[config.mk]
export PLATFORM = sky130hd
export DESIGN_NAME = appr_mul_arbiter
export DESIGN_NICKNAME = d
export VERILOG_FILES = /design/src/rtl/appr_mul_arbiter.sv
export SDC_FILE = /design/constraint.sdc
export NUM_CORES = 1
export LEC_CHECK = 0
export CORE_MARGIN = 5
export CORE_UTILIZATION = 35
export DETAILED_ROUTE_END_ITERATION = 7
export GPL_ROUTABILITY_DRIVEN = 0
export SYNTH_ARGS = -nofsm -noshare
export SYNTH_HDL_FRONTEND = slang
export SYNTH_SLANG_ARGS = --single-unit
[constraint.sdc]
create_clock -name clk -period 11.55 [get_ports clk]
set_clock_uncertainty 0.15 [all_clocks]
set_input_delay 1.7325 -clock clk [delete_from_list [all_inputs] [get_ports clk]]
set_output_delay 1.7325 -clock clk [all_outputs]
set_load 0.005 [all_outputs]
[src/rtl/appr_mul_arbiter.sv]
// rtl/appr_mul_arbiter.sv - round-robin arbiter sharing one approximate signed multiplier

// Baugh-Wooley 9x9 signed multiplier with per-operation approximation.
// appr_mask[j] drops partial-product row j (magnitude bit j of b);
// res_mask gates the upper N_BIT_RES result bits, the lower bits always pass.
module mul_9x9_signed_bw #(
  parameter int N_BIT_RES  = 14,
  parameter int N_BIT_APPR = 8
) (
  input  logic [8:0]            a,
  input  logic [8:0]            b,
  input  logic [N_BIT_RES-1:0]  res_mask,
  input  logic [N_BIT_APPR-1:0] appr_mask,
  output logic [17:0]           p
);

  logic [7:0]  appr8;
  logic [17:0] keep;
  logic [8:0]  be;
  logic [17:0] acc;

  // Masks wider than the array are ignored; narrower ones leave bits untouched.
  for (genvar j = 0; j < 8; j++) begin : g_appr
    if (j < N_BIT_APPR) begin : g_use
      assign appr8[j] = appr_mask[j];
    end else begin : g_zero
      assign appr8[j] = 1'b0;
    end
  end

  for (genvar k = 0; k < 18; k++) begin : g_keep
    if (k >= 18 - N_BIT_RES) begin : g_use
      assign keep[k] = res_mask[k-(18-N_BIT_RES)];
    end else begin : g_one
      assign keep[k] = 1'b1;
    end
  end

  assign be = b & ~{1'b0, appr8};

  // Partial-product array: positive core, inverted sign rows, constant 2^17 + 2^9.
  always_comb begin
    acc = 18'h20200;
    for (int i = 0; i < 8; i++) begin
      for (int j = 0; j < 8; j++) begin
        acc = acc + ({17'b0, a[i] & be[j]} << (i + j));
      end
    end
    for (int k = 0; k < 8; k++) begin
      acc = acc + ({17'b0, ~(a[8] & be[k])} << (8 + k));
      acc = acc + ({17'b0, ~(a[k] & be[8])} << (8 + k));
    end
    acc = acc + ({17'b0, a[8] & be[8]} << 16);
    p   = acc & keep;
  end

endmodule

module appr_mul_arbiter #(
  parameter  int N_REQ      = 4,
  parameter  int N_BIT_RES  = 14,
  parameter  int N_BIT_APPR = 8,
  localparam int ID_W       = $clog2(N_REQ)
) (
  input  logic                        clk,
  input  logic                        rst,
  input  logic [N_REQ-1:0]            req_valid,
  output logic [N_REQ-1:0]            req_ready,
  input  logic [N_REQ*9-1:0]          req_a,
  input  logic [N_REQ*9-1:0]          req_b,
  input  logic [N_REQ*N_BIT_RES-1:0]  req_res_mask,
  input  logic [N_REQ*N_BIT_APPR-1:0] req_appr_mask,
  output logic                        resp_valid,
  input  logic                        resp_ready,
  output logic [17:0]                 resp_data,
  output logic [ID_W-1:0]             resp_id,
  output logic                        busy
);

  logic [ID_W-1:0]       rr_ptr;
  logic [8:0]            s1_a, s1_b;
  logic [N_BIT_RES-1:0]  s1_res;
  logic [N_BIT_APPR-1:0] s1_appr;
  logic [ID_W-1:0]       s1_id;
  logic                  v1;
  logic [17:0]           s2_data;
  logic [ID_W-1:0]       s2_id;
  logic                  v2;

  logic                  adv;
  logic                  gnt_found;
  logic [ID_W-1:0]       gnt_idx;
  logic [ID_W-1:0]       cand_id;
  int                    cand;
  logic                  hs;
  logic [8:0]            sel_a, sel_b;
  logic [N_BIT_RES-1:0]  sel_res;
  logic [N_BIT_APPR-1:0] sel_appr;
  logic [17:0]           mul_p;

  assign adv = !v2 || resp_ready;

  // Round-robin search beginning just after the last granted requester.
  always_comb begin
    gnt_found = 1'b0;
    gnt_idx   = '0;
    cand      = 0;
    cand_id   = '0;
    for (int off = 1; off <= N_REQ; off++) begin
      cand    = (int'(rr_ptr) + off) % N_REQ;
      cand_id = ID_W'(cand);
      if (!gnt_found && req_valid[cand_id]) begin
        gnt_found = 1'b1;
        gnt_idx   = cand_id;
      end
    end
  end

  // Grant is only offered when the pipeline can move and reset is released.
  always_comb begin
    req_ready = '0;
    if (adv && !rst && gnt_found) begin
      req_ready[gnt_idx] = 1'b1;
    end
  end

  assign hs = |req_ready;

  // Field mux for the granted requester.
  always_comb begin
    sel_a    = '0;
    sel_b    = '0;
    sel_res  = '0;
    sel_appr = '0;
    for (int i = 0; i < N_REQ; i++) begin
      if (gnt_idx == ID_W'(i)) begin
        sel_a    = req_a[i*9 +: 9];
        sel_b    = req_b[i*9 +: 9];
        sel_res  = req_res_mask[i*N_BIT_RES +: N_BIT_RES];
        sel_appr = req_appr_mask[i*N_BIT_APPR +: N_BIT_APPR];
      end
    end
  end

  mul_9x9_signed_bw #(
    .N_BIT_RES  (N_BIT_RES),
    .N_BIT_APPR (N_BIT_APPR)
  ) u_mul (
    .a         (s1_a),
    .b         (s1_b),
    .res_mask  (s1_res),
    .appr_mask (s1_appr),
    .p         (mul_p)
  );

  // Two-stage pipeline and round-robin pointer; everything holds while stalled.
  always_ff @(posedge clk) begin
    if (rst) begin
      rr_ptr  <= ID_W'(N_REQ - 1);
      s1_a    <= '0;
      s1_b    <= '0;
      s1_res  <= '0;
      s1_appr <= '0;
      s1_id   <= '0;
      v1      <= 1'b0;
      s2_data <= '0;
      s2_id   <= '0;
      v2      <= 1'b0;
    end else if (adv) begin
      s2_data <= mul_p;
      s2_id   <= s1_id;
      v2      <= v1;
      if (hs) begin
        s1_a    <= sel_a;
        s1_b    <= sel_b;
        s1_res  <= sel_res;
        s1_appr <= sel_appr;
        s1_id   <= gnt_idx;
        v1      <= 1'b1;
        rr_ptr  <= gnt_idx;
      end else begin
        v1 <= 1'b0;
      end
    end
  end

  assign resp_valid = v2;
  assign resp_data  = s2_data;
  assign resp_id    = s2_id;
  assign busy       = v1 || v2;

endmodule

* After elaboration in Yosys (flattened, before gate mapping) *
Index checks and enable logic that the tools add are counted.

cells by class
  shifts and indexed selects = 0
  multiplexer cells = 36
  equality and inequality tests = 3
  $lt $le $gt $ge = 6
  divide/modulo/power cells = 0
  reduce and logical (&&, ||, !) cells = 16
  add/sub/neg operators = 85
  multiply operators = 0
  bitwise operators = 100

operator list
  kind                                                 count
  adder 18 x 9 -> 18 bit                               9
  adder 18 x 10 -> 18 bit                              8
  adder 18 x 8 -> 18 bit                               8
  adder 18 x 11 -> 18 bit                              7
  adder 18 x 7 -> 18 bit                               7
  adder 18 x 12 -> 18 bit                              6
  adder 18 x 6 -> 18 bit                               6
  adder 18 x 13 -> 18 bit                              5
  adder 18 x 5 -> 18 bit                               5
  AND 1 bit                                            81
  adder 18 x 14 -> 18 bit                              4
  adder 18 x 4 -> 18 bit                               4
  2-to-1 mux 9 bit                                     8
  2-to-1 mux 14 bit                                    4
  adder 18 x 15 -> 18 bit                              3
  adder 18 x 3 -> 18 bit                               3
  adder 18 x 16 -> 18 bit                              2
  adder 18 x 2 -> 18 bit                               2
  2-to-1 mux 8 bit                                     4
  adder 18 x 1 -> 18 bit (first input constant)        1
  adder 18 x 17 -> 18 bit                              1
  AND 18 bit                                           1
  NOT 1 bit                                            16
  < comparator 2 x 3 -> 1 bit (second input constant)  5
  18 further kinds                                     46

word-level totals
  ROM bits = 0
  word-level logic and storage cells = 256
  latch bits = 0
  input port bits = 167
  output and inout port bits = 26
  memory bits (writable) = 0
  memories kept = 0
  register bits = 66

* Depth between registers and ports, before layout *
Gate-level depths: netlist (run 1).

  depth after elaboration = 85
  mapped depth = 18
  mapped depth without buffers = 17

* Cells and area by module *
From an unflattened synthesis (run 1), not the netlist that was laid out.

second synthesis, totals
  cell total of the unflattened synthesis = 683
  area total of the unflattened synthesis = 6,343.6 um^2

by module, submodules not included
  module             seq. area each (um^2)  instances  area an instance (um^2)  cells an instance
  appr_mul_arbiter   1,321.3                1          3,657.3                  367
  mul_9x9_signed_bw  0.0                    1          2,686.3                  316

* Worst setup path before layout (run 1) *
No wires, ideal clock.

  path type = register -> register
  from = register s1_b[6]
  to = register s2_data[17] (netlist: resp_data[17])
  library setup time = 0.117 ns
  cell stages (with the launch flop) = 19
  path slack = 6.955 ns
  period minus slack after synthesis = 4.595 ns
  arrival = 4.327 ns
  path buffers = 1
  required time = 11.283 ns
  cells stage by stage = dfxtp_1 > nor2b_1 > clkbuf_1 > and2_1 > fa_1 > inv_1 > fa_1 > inv_1 > fa_1 > inv_1 > fa_1 > inv_1 > ha_1 > o21a_1 > o21a_1 > o22ai_1 > o21ai_0 > xnor2_1 > a32o_1

between the ends
  word-level cells in the longest chain between the ends = 78

RTL lines
  element                    RTL line  source
  from (decl)                81        logic [8:0] s1_a, s1_b;
  from (signal assigned)     175       s1_b <= sel_b;
  AND 9 bit *                39        assign be = b & ~{1'b0, appr8};
  AND 1 bit                  46        acc = acc + ({17'b0, a[i] & be[j]} << (i + j));
  adder 18 x 7 -> 18 bit     46
  adder 18 x 8 -> 18 bit     46
  adder 18 x 2 -> 18 bit     46
  adder 18 x 3 -> 18 bit     46
  adder 18 x 4 -> 18 bit     46
  adder 18 x 5 -> 18 bit     46
  [62 not listed]            --
  adder 18 x 14 -> 18 bit    50        acc = acc + ({17'b0, ~(a[8] & be[k])} << (8 + k));
  adder 18 x 14 -> 18 bit    51        acc = acc + ({17'b0, ~(a[k] & be[8])} << (8 + k));
  adder 18 x 15 -> 18 bit *  50
  adder 18 x 15 -> 18 bit *  51
  adder 18 x 16 -> 18 bit *  50
  adder 18 x 16 -> 18 bit *  51
  adder 18 x 17 -> 18 bit *  53        acc = acc + ({17'b0, a[8] & be[8]} << 16);
  AND 18 bit *               54        p = acc & keep;
  to (signal assigned)       170       s2_data <= mul_p;
  to (decl)                  86        logic [17:0] s2_data;

Every way passes the cells marked *; elsewhere a longest branch is shown, timed or not.
A chain may end at the register's enable or synchronous reset.

* Final worst setup path (run 1) *
  from = input req_valid[3]
  to = output req_ready[3]

between the ends
  word-level cells in the longest chain between the ends = 17

RTL lines
  element                                                                                                   RTL line  source
  from (decl)                                                                                               67        input logic [N_REQ-1:0] req_valid,
  binary-select mux 1 bit (select 2 bit)                                                                    112       if (!gnt_found && req_valid[cand_id]) begin
  2-to-1 mux 1 bit (not written as such)                                                                    112
  2-to-1 mux 1 bit                                                                                          112
  zero test 1 bit                                                                                           112
  logical AND 1 bit                                                                                         112
  2-to-1 mux 1 bit                                                                                          112
  zero test 1 bit                                                                                           112
  logical AND 1 bit                                                                                         112
  2-to-1 mux 1 bit                                                                                          112
  zero test 1 bit                                                                                           112
  logical AND 1 bit                                                                                         112
  2-to-1 mux 2 bit                                                                                          112
  < comparator 2 x 3 -> 1 bit (not written as such) / >= comparator 2 x 1 -> 1 bit (equally long branches)  123       req_ready[gnt_idx] = 1'b1;
  logical AND 1 bit (not written as such)                                                                   123
  2-to-1 mux 1 bit (not written as such)                                                                    123
  demux 1 bit (select 2 bit)                                                                                123
  2-to-1 mux 4 bit *                                                                                        122       if (adv && !rst && gnt_found) begin
  to (decl)                                                                                                 68        output logic [N_REQ-1:0] req_ready,

Every way passes the cells marked *; elsewhere a longest branch is shown, timed or not. The select of a mux whose other input is x is not followed.

==> metrics.csv, run 1 <==
metric;value;unit
grt_use_total;0.198;
cp_max_fo;24;
rows;48;
drtIter0Drc;348;
fin_crit_sh;0.553;
synthCells;796;
dp_hpwl;15.5;mm
synth_edf_count;0;
rsz0062_at_grt;false;
seqPwrFrac;0.223;
cts_sinks;66;
grt_pass1_wl;31.8;mm
area_growth;37.9;%
p_per_area;167;nW/µm²
tns;0;ns
drtPass1Iterations;5;
cp-end-kind;output pin;
io-pin-count;193;
grtUsageMet2;0.342;
yosysWarnings;0;
min_period;6.38;ns
cts_tree;done;
antenna_found_initial;0;
worst_path_dominant_cell_family;buffers and inverters;
antenna_left;0;
nets;1207;
start_util;0.355;
p_sw_frac;0.417;
ctsResizeCount;0;
fp.dieH;142;µm
fin_ws;5.17;ns
fillers;1786;
dp_slack;5.15;ns
report.final.slew_viol_count;0;
p_leak;3.61;nW
design.core.area;17200;µm²
p_int;0.000820;W
ys.flop_type;dfxtp_1;
max_freq;157;MHz
setup_violations;0;
die_x;142;µm
root_buffer;clkbuf_16;
dieArea;20100;µm²
synth.avg_cell_area;7.65;µm²
post-route-cell-area;8400;µm²
mappedNetlistNets;1049;
critPathLaunchType;input port;
ys_ff_latch;66;
worst_slew_pin_slew;0.999;ns
postCtsSetupBuffers;0;
post_dp_cell_area;8130;µm²
cts_buffers;9;
max-slew-margin-rel;0.334;
cp_common_cell;clkdlybuf4s50_1;
htreeDepth;3;
yosysUniqueCellTypes;47;
wl;19.4;mm
crit_arrival;4.50;ns
outcome;finished, final reports clean;
overflow;0;
path_cells;clkdlybuf4s50_1 -> and2b_1 -> o21ai_1 -> o311a_1 -> buf_4 -> nor2_1 -> clkdlybuf4s50_1;
antennaDiodeCount;0;
vias;5839;
maxCapViolations;0;
max_stage_delay;0.86;ns
drive_gt1_frac;0.0459;
cp_slowest_cell;o311a_1;
p_switching;0.000586;W
criticalPathCategory;in2out;
grt_use_met1;0.253;
wl_per_cell;16.4;µm
io_buffers;192;
grt_busiest_layer;met2;
critPathRequiredTime;9.67;ns
grt_use_met3;0.0521;
clock_path_buffers;2;
hold_class;reg2reg;
ys_seq_area_frac;0.217;
comb_power_share;0.599;
vias_per_cell;4.93;
hold_slack;0.300;ns
path_buf_inv;3;
clk_latency;0.33;ns
grt_max_degree;83;
ir_drop;0.000113;V
ctsHoldBuffers;0;
final_hold_viol_count;0;
synth_area;6090;µm²
grt_pass1_vias;6110;
async_reset_ff_frac;0;
post-route-drc-count;0;
path_clk_slew;0.05;ns
pwr-share-clk;0.178;
-- cell families after synthesis --
logic type      share of synthesized area
compound gates                      0.126
xor+xnor                           0.0129
fa+ha+maj                           0.239
buf+inv                            0.0737
flops                               0.217
simple gates                        0.331
-- metrics by stage --
step           total power, W   util  instances
3_3_place_gp          0.00116  0.473       1168
5_1_grt               0.00154  0.489       1184
2_1_floorplan        0.000891      -        796
3_5_place_dp          0.00117  0.473       1168
4_1_cts               0.00143  0.489       1184
6_report              0.00141  0.489       1184
-- per-layer routing --
layer,routed length (µm),vias up
li1,-,2950
met1,8350,2716
met2,9540,158
met3,1330,15
met4,189,0
met5,0,-
-- worst min-delay path, stage by stage (launching register included) --
cell     delay [ns]
dfxtp_1        0.30
nand2_1        0.05
a21oi_1        0.05
-- registers in the layout, indices dropped and copies added (netlist names) --
| signal | cells |
|---|---|
| s1_id | 2 |
| s1_b | 9 |
| resp_id | 2 |
| s1_res | 14 |
| s1_appr | 8 |
| resp_valid | 1 |
| rr_ptr | 2 |
| v1 | 1 |
| resp_data | 18 |
| s1_a | 9 |
-- area by class of cell --
type	count	area, µm²	share of cell area
timing repair buffer	199	1970	0.234
clock inverter	4	27.5	0.00328
sequential	66	1320	0.157
inverter	56	210	0.0250
tap	225	282	0.0335
clock buffer	12	246	0.0293
multi-input combinational	622	4350	0.517
-- cell usage after synthesis (2+ instances only) --
cell type,instances,area (µm²)
nand3_1,88,440
nor2_1,14,52.6
a32o_1,18,180
a21o_1,5,37.5
a31o_1,8,70.1
nor2b_1,11,68.8
buf_2,23,115
a21oi_1,24,120
buf_1,2,7.51
o21a_1,2,15.0
xnor2_1,8,70.1
nand2b_1,8,50.1
nor3_1,3,15.0
o21ai_0,9,45.0
nand3b_1,3,22.5
a211o_1,2,17.5
a31o_2,15,131
a22oi_1,2,15.0
o22ai_1,2,12.5
nand4_1,3,18.8
or2_2,2,12.5
fa_1,51,1020
clkbuf_1,24,90.1
o21bai_1,2,15.0
nand2_1,216,811
dfxtp_1,66,1320
buf_4,2,15.0
and2_1,53,332
a211oi_1,2,15.0
nor3b_1,22,165
inv_1,56,210
ha_1,35,438
-- cell usage in the layout, fill, tap and decap left out, types with 7 or more instances in the layout --
master and count:
nand2_1 216, clkdlybuf4s50_1 191, nand3_1 88, dfxtp_1 66
inv_1 56, and2_1 53, fa_1 51, ha_1 35
a21oi_1 24, nor3b_1 22, a32o_1 18, a31o_2 15
nor2_1 12, nor2b_1 11, o21ai_0 9, clkbuf_16 9
nand2b_1 8, xnor2_1 8, a31o_1 8, buf_4 7
-- power groups by stage --
stage | Clock, W | Combinational [W] | Sequential, W
CTS | 0.000255 | 0.000857 | 0.000314
finish | 0.000250 | 0.000842 | 0.000314
global route | 0.000269 | 0.000949 | 0.000322
detailed placement | 0 | 0.000850 | 0.000319
global placement | 0 | 0.000845 | 0.000319
floorplan | 0 | 0.000594 | 0.000296
-- final timing paths --
check	from	endpoint	slack, ns	depth (start not counted)
setup / recovery	req_valid[3]	req_ready[3]	5.17	7
hold / removal	resp_id[1]$_SDFFE_PP0N_	resp_id[1]$_SDFFE_PP0N_	0.30	2
setup reg to reg	s1_b[3]$_SDFFE_PP0P_	resp_data[14]$_SDFFE_PP0N_	6.28	17
hold reg to reg	resp_id[1]$_SDFFE_PP0N_	resp_id[1]$_SDFFE_PP0N_	0.30	2
Power figures use the tool's default switching activity.
==> run 2, diff against run 1 <==
==> constraint.sdc (replaced) <==
create_clock -name clk -period 6.5 [get_ports clk]
set_clock_uncertainty 0.15 [all_clocks]
set_input_delay 0.975 -clock clk [delete_from_list [all_inputs] [get_ports clk]]
set_output_delay 0.975 -clock clk [all_outputs]
set_load 0.005 [all_outputs]
==> metrics.csv, run 2 (same netlist as run 1, synthesis figures left out) <==
metric;value;unit;change
outcome;finished, final reports clean;;
cts_sinks;66;;unchanged
holdPathStages;2;;unchanged
cp_max_fo;9;;-63%
tns;0;ns;unchanged
max_freq;197;MHz;
layout.cells.non_filler;1183;;-0.084%
final_cell_mix;216 x nand2_1, 191 x clkdlybuf4s50_1, 88 x nand3_1;;
ir_drop;0.000206;V;+83%
drtIter0Drc;223;;-36%
wl_per_cell;16.5;µm;+0.81%
dieArea;20100;µm²;unchanged
antenna_left;0;;unchanged
area_growth;39.7;%;
largest_reg_flops;18;;unchanged
p_per_area;312;nW/µm²;+87%
hold_start;resp_data[13]$_SDFFE_PP0N_;;
final_common_cell;nand2_1;;
r2r-start;s1_b[3]$_SDFFE_PP0P_;;
critPathRequiredTime;6.60;ns;-3.07 ns
drtPass1Iterations;5;;unchanged
die_x;142;µm;unchanged
report.final.slew_viol_count;0;;unchanged
dp_hpwl;15.8;mm;+2.0%
maxCapViolations;0;;unchanged
path_clk_slew;0.06;ns;about the same
critPathLaunch;s1_b[3]$_SDFFE_PP0P_;;
nets;1206;;-0.083%
fin_crit_sh;0.782;;
io-pin-count;193;;unchanged
grt_use_total;0.195;;-0.00352
place_inst;1167;;-0.086%
io_buffers;192;;unchanged
wl;19.6;mm;+0.73%
final_hold_viol_count;0;;unchanged
max-slew-margin-rel;0.359;;+0.0246
htreeDepth;3;;unchanged
grt_max_degree;68;;-18%
fp.dieH;142;µm;unchanged
drive_gt1_frac;0.0480;;+0.00214
r2r_end;resp_data[14]$_SDFFE_PP0N_;;
ctsHoldBuffers;0;;unchanged
design.core.area;17200;µm²;unchanged
hold_class;reg2reg;;
postCtsSetupBuffers;0;;unchanged
cts_buffers;9;;unchanged
vias;5863;;+0.41%
antenna_found_initial;0;;unchanged
clk_latency;0.34;ns;about the same
min_period;5.08;ns;
antennaDiodeCount;0;;unchanged
ff2ff_path_depth;17;;unchanged
ctsResizeCount;0;;unchanged
overflow;0;;unchanged
clock_path_buffers;2;;unchanged
min_delay_worst_endpoint;resp_data[13]$_SDFFE_PP0N_;;
crit_arrival;5.19;ns;+0.69 ns
critPathLaunchType;flip-flop;;
start_util;0.355;;unchanged
vias_per_cell;4.96;;+0.50%
utilization;0.496;;+0.00627
rows;48;;unchanged
post-route-drc-count;0;;unchanged
p_leak;3.66;nW;+1.3%
worst_slew_pin_slew;0.962;ns;-0.0369 ns
reg2reg_slack;1.42;ns;-4.86 ns
grt_pass1_vias;5758;;-5.8%
grt_pass1_wl;30.7;mm;-3.4%
criticalPathCategory;reg2reg;;
rsz0062_at_grt;false;;
cp-end-kind;flip-flop;;
setup_violations;0;;unchanged
root_buffer;clkbuf_16;;
cts_tree;done;;
finalPower;0.00266;W;+89%
==> run 2: cell types whose count changed in the layout (fill, tap and decap cells not counted), sizes merged <==
cell    before  now
buf          8    7
clkinv       4    0
bufinv       0    4
==> run 2: area by class of cell <==
type                       count  area (µm²)
timing repair buffer         198        1960
clock inverter                 4         120
sequential                    66        1320
clock buffer                  12         267
tap                          225         282
fill                        1723        8660
multi-input combinational    622        4350
inverter                      56         210
==> run 2: per-layer routing <==
metal,vias up,wire length [µm],track usage,share of wire
met5,-,0,0,0
met1,2730,8980,0.266,0.46
met3,15,1290,0.0497,0.066
met4,0,260,0.0485,0.013
li1,2956,-,-,-
met2,162,9030,0.310,0.46
==> run 2: stage by stage <==
stage | hold slack (ns) | cell area, µm² | setup slack [ns]
after floorplan | 0.284 | 6090 | 1.91
after CTS | 0.302 | 8510 | 1.43
after global placement | 0.290 | 8130 | 1.62
after detailed placement | 0.296 | 8130 | 1.46
final | 0.298 | 8510 | 1.42
after global routing | 0.318 | 8510 | 1.14
==> run 2: power by group <==
group	switching [W]	internal [W]
Clock	0.000176	0.000445
Sequential	0.0000759	0.000483
Combinational	0.000773	0.000703
Total	0.00102	0.00163
==> run 2: how the worst max path moves through the flow <==
stage | end | slack, ns | depth (start not counted)
2_1_floorplan | resp_data[17]$_SDFFE_PP0N_ | 1.91 | 18
3_5_place_dp | resp_data[14]$_SDFFE_PP0N_ | 1.46 | 17
6_report | resp_data[14]$_SDFFE_PP0N_ | 1.42 | 17
4_1_cts | resp_data[14]$_SDFFE_PP0N_ | 1.43 | 17
5_1_grt | resp_data[14]$_SDFFE_PP0N_ | 1.14 | 17
3_3_place_gp | resp_data[17]$_SDFFE_PP0N_ | 1.62 | 16
==> run 2: worst max-delay path, cell delays in order, from the launching register on <==
cell and delay (ns):
dfxtp_1 0.32, nor2b_1 0.50, nand2_1 0.14, fa_1 0.50
inv_1 0.06, fa_1 0.52, inv_1 0.05, fa_1 0.52
inv_1 0.05, fa_1 0.52, inv_1 0.04, ha_1 0.35
a2111oi_0 0.40, o21ai_0 0.21, a41oi_1 0.27, xnor2_1 0.14
nand3_1 0.09, a21oi_1 0.16
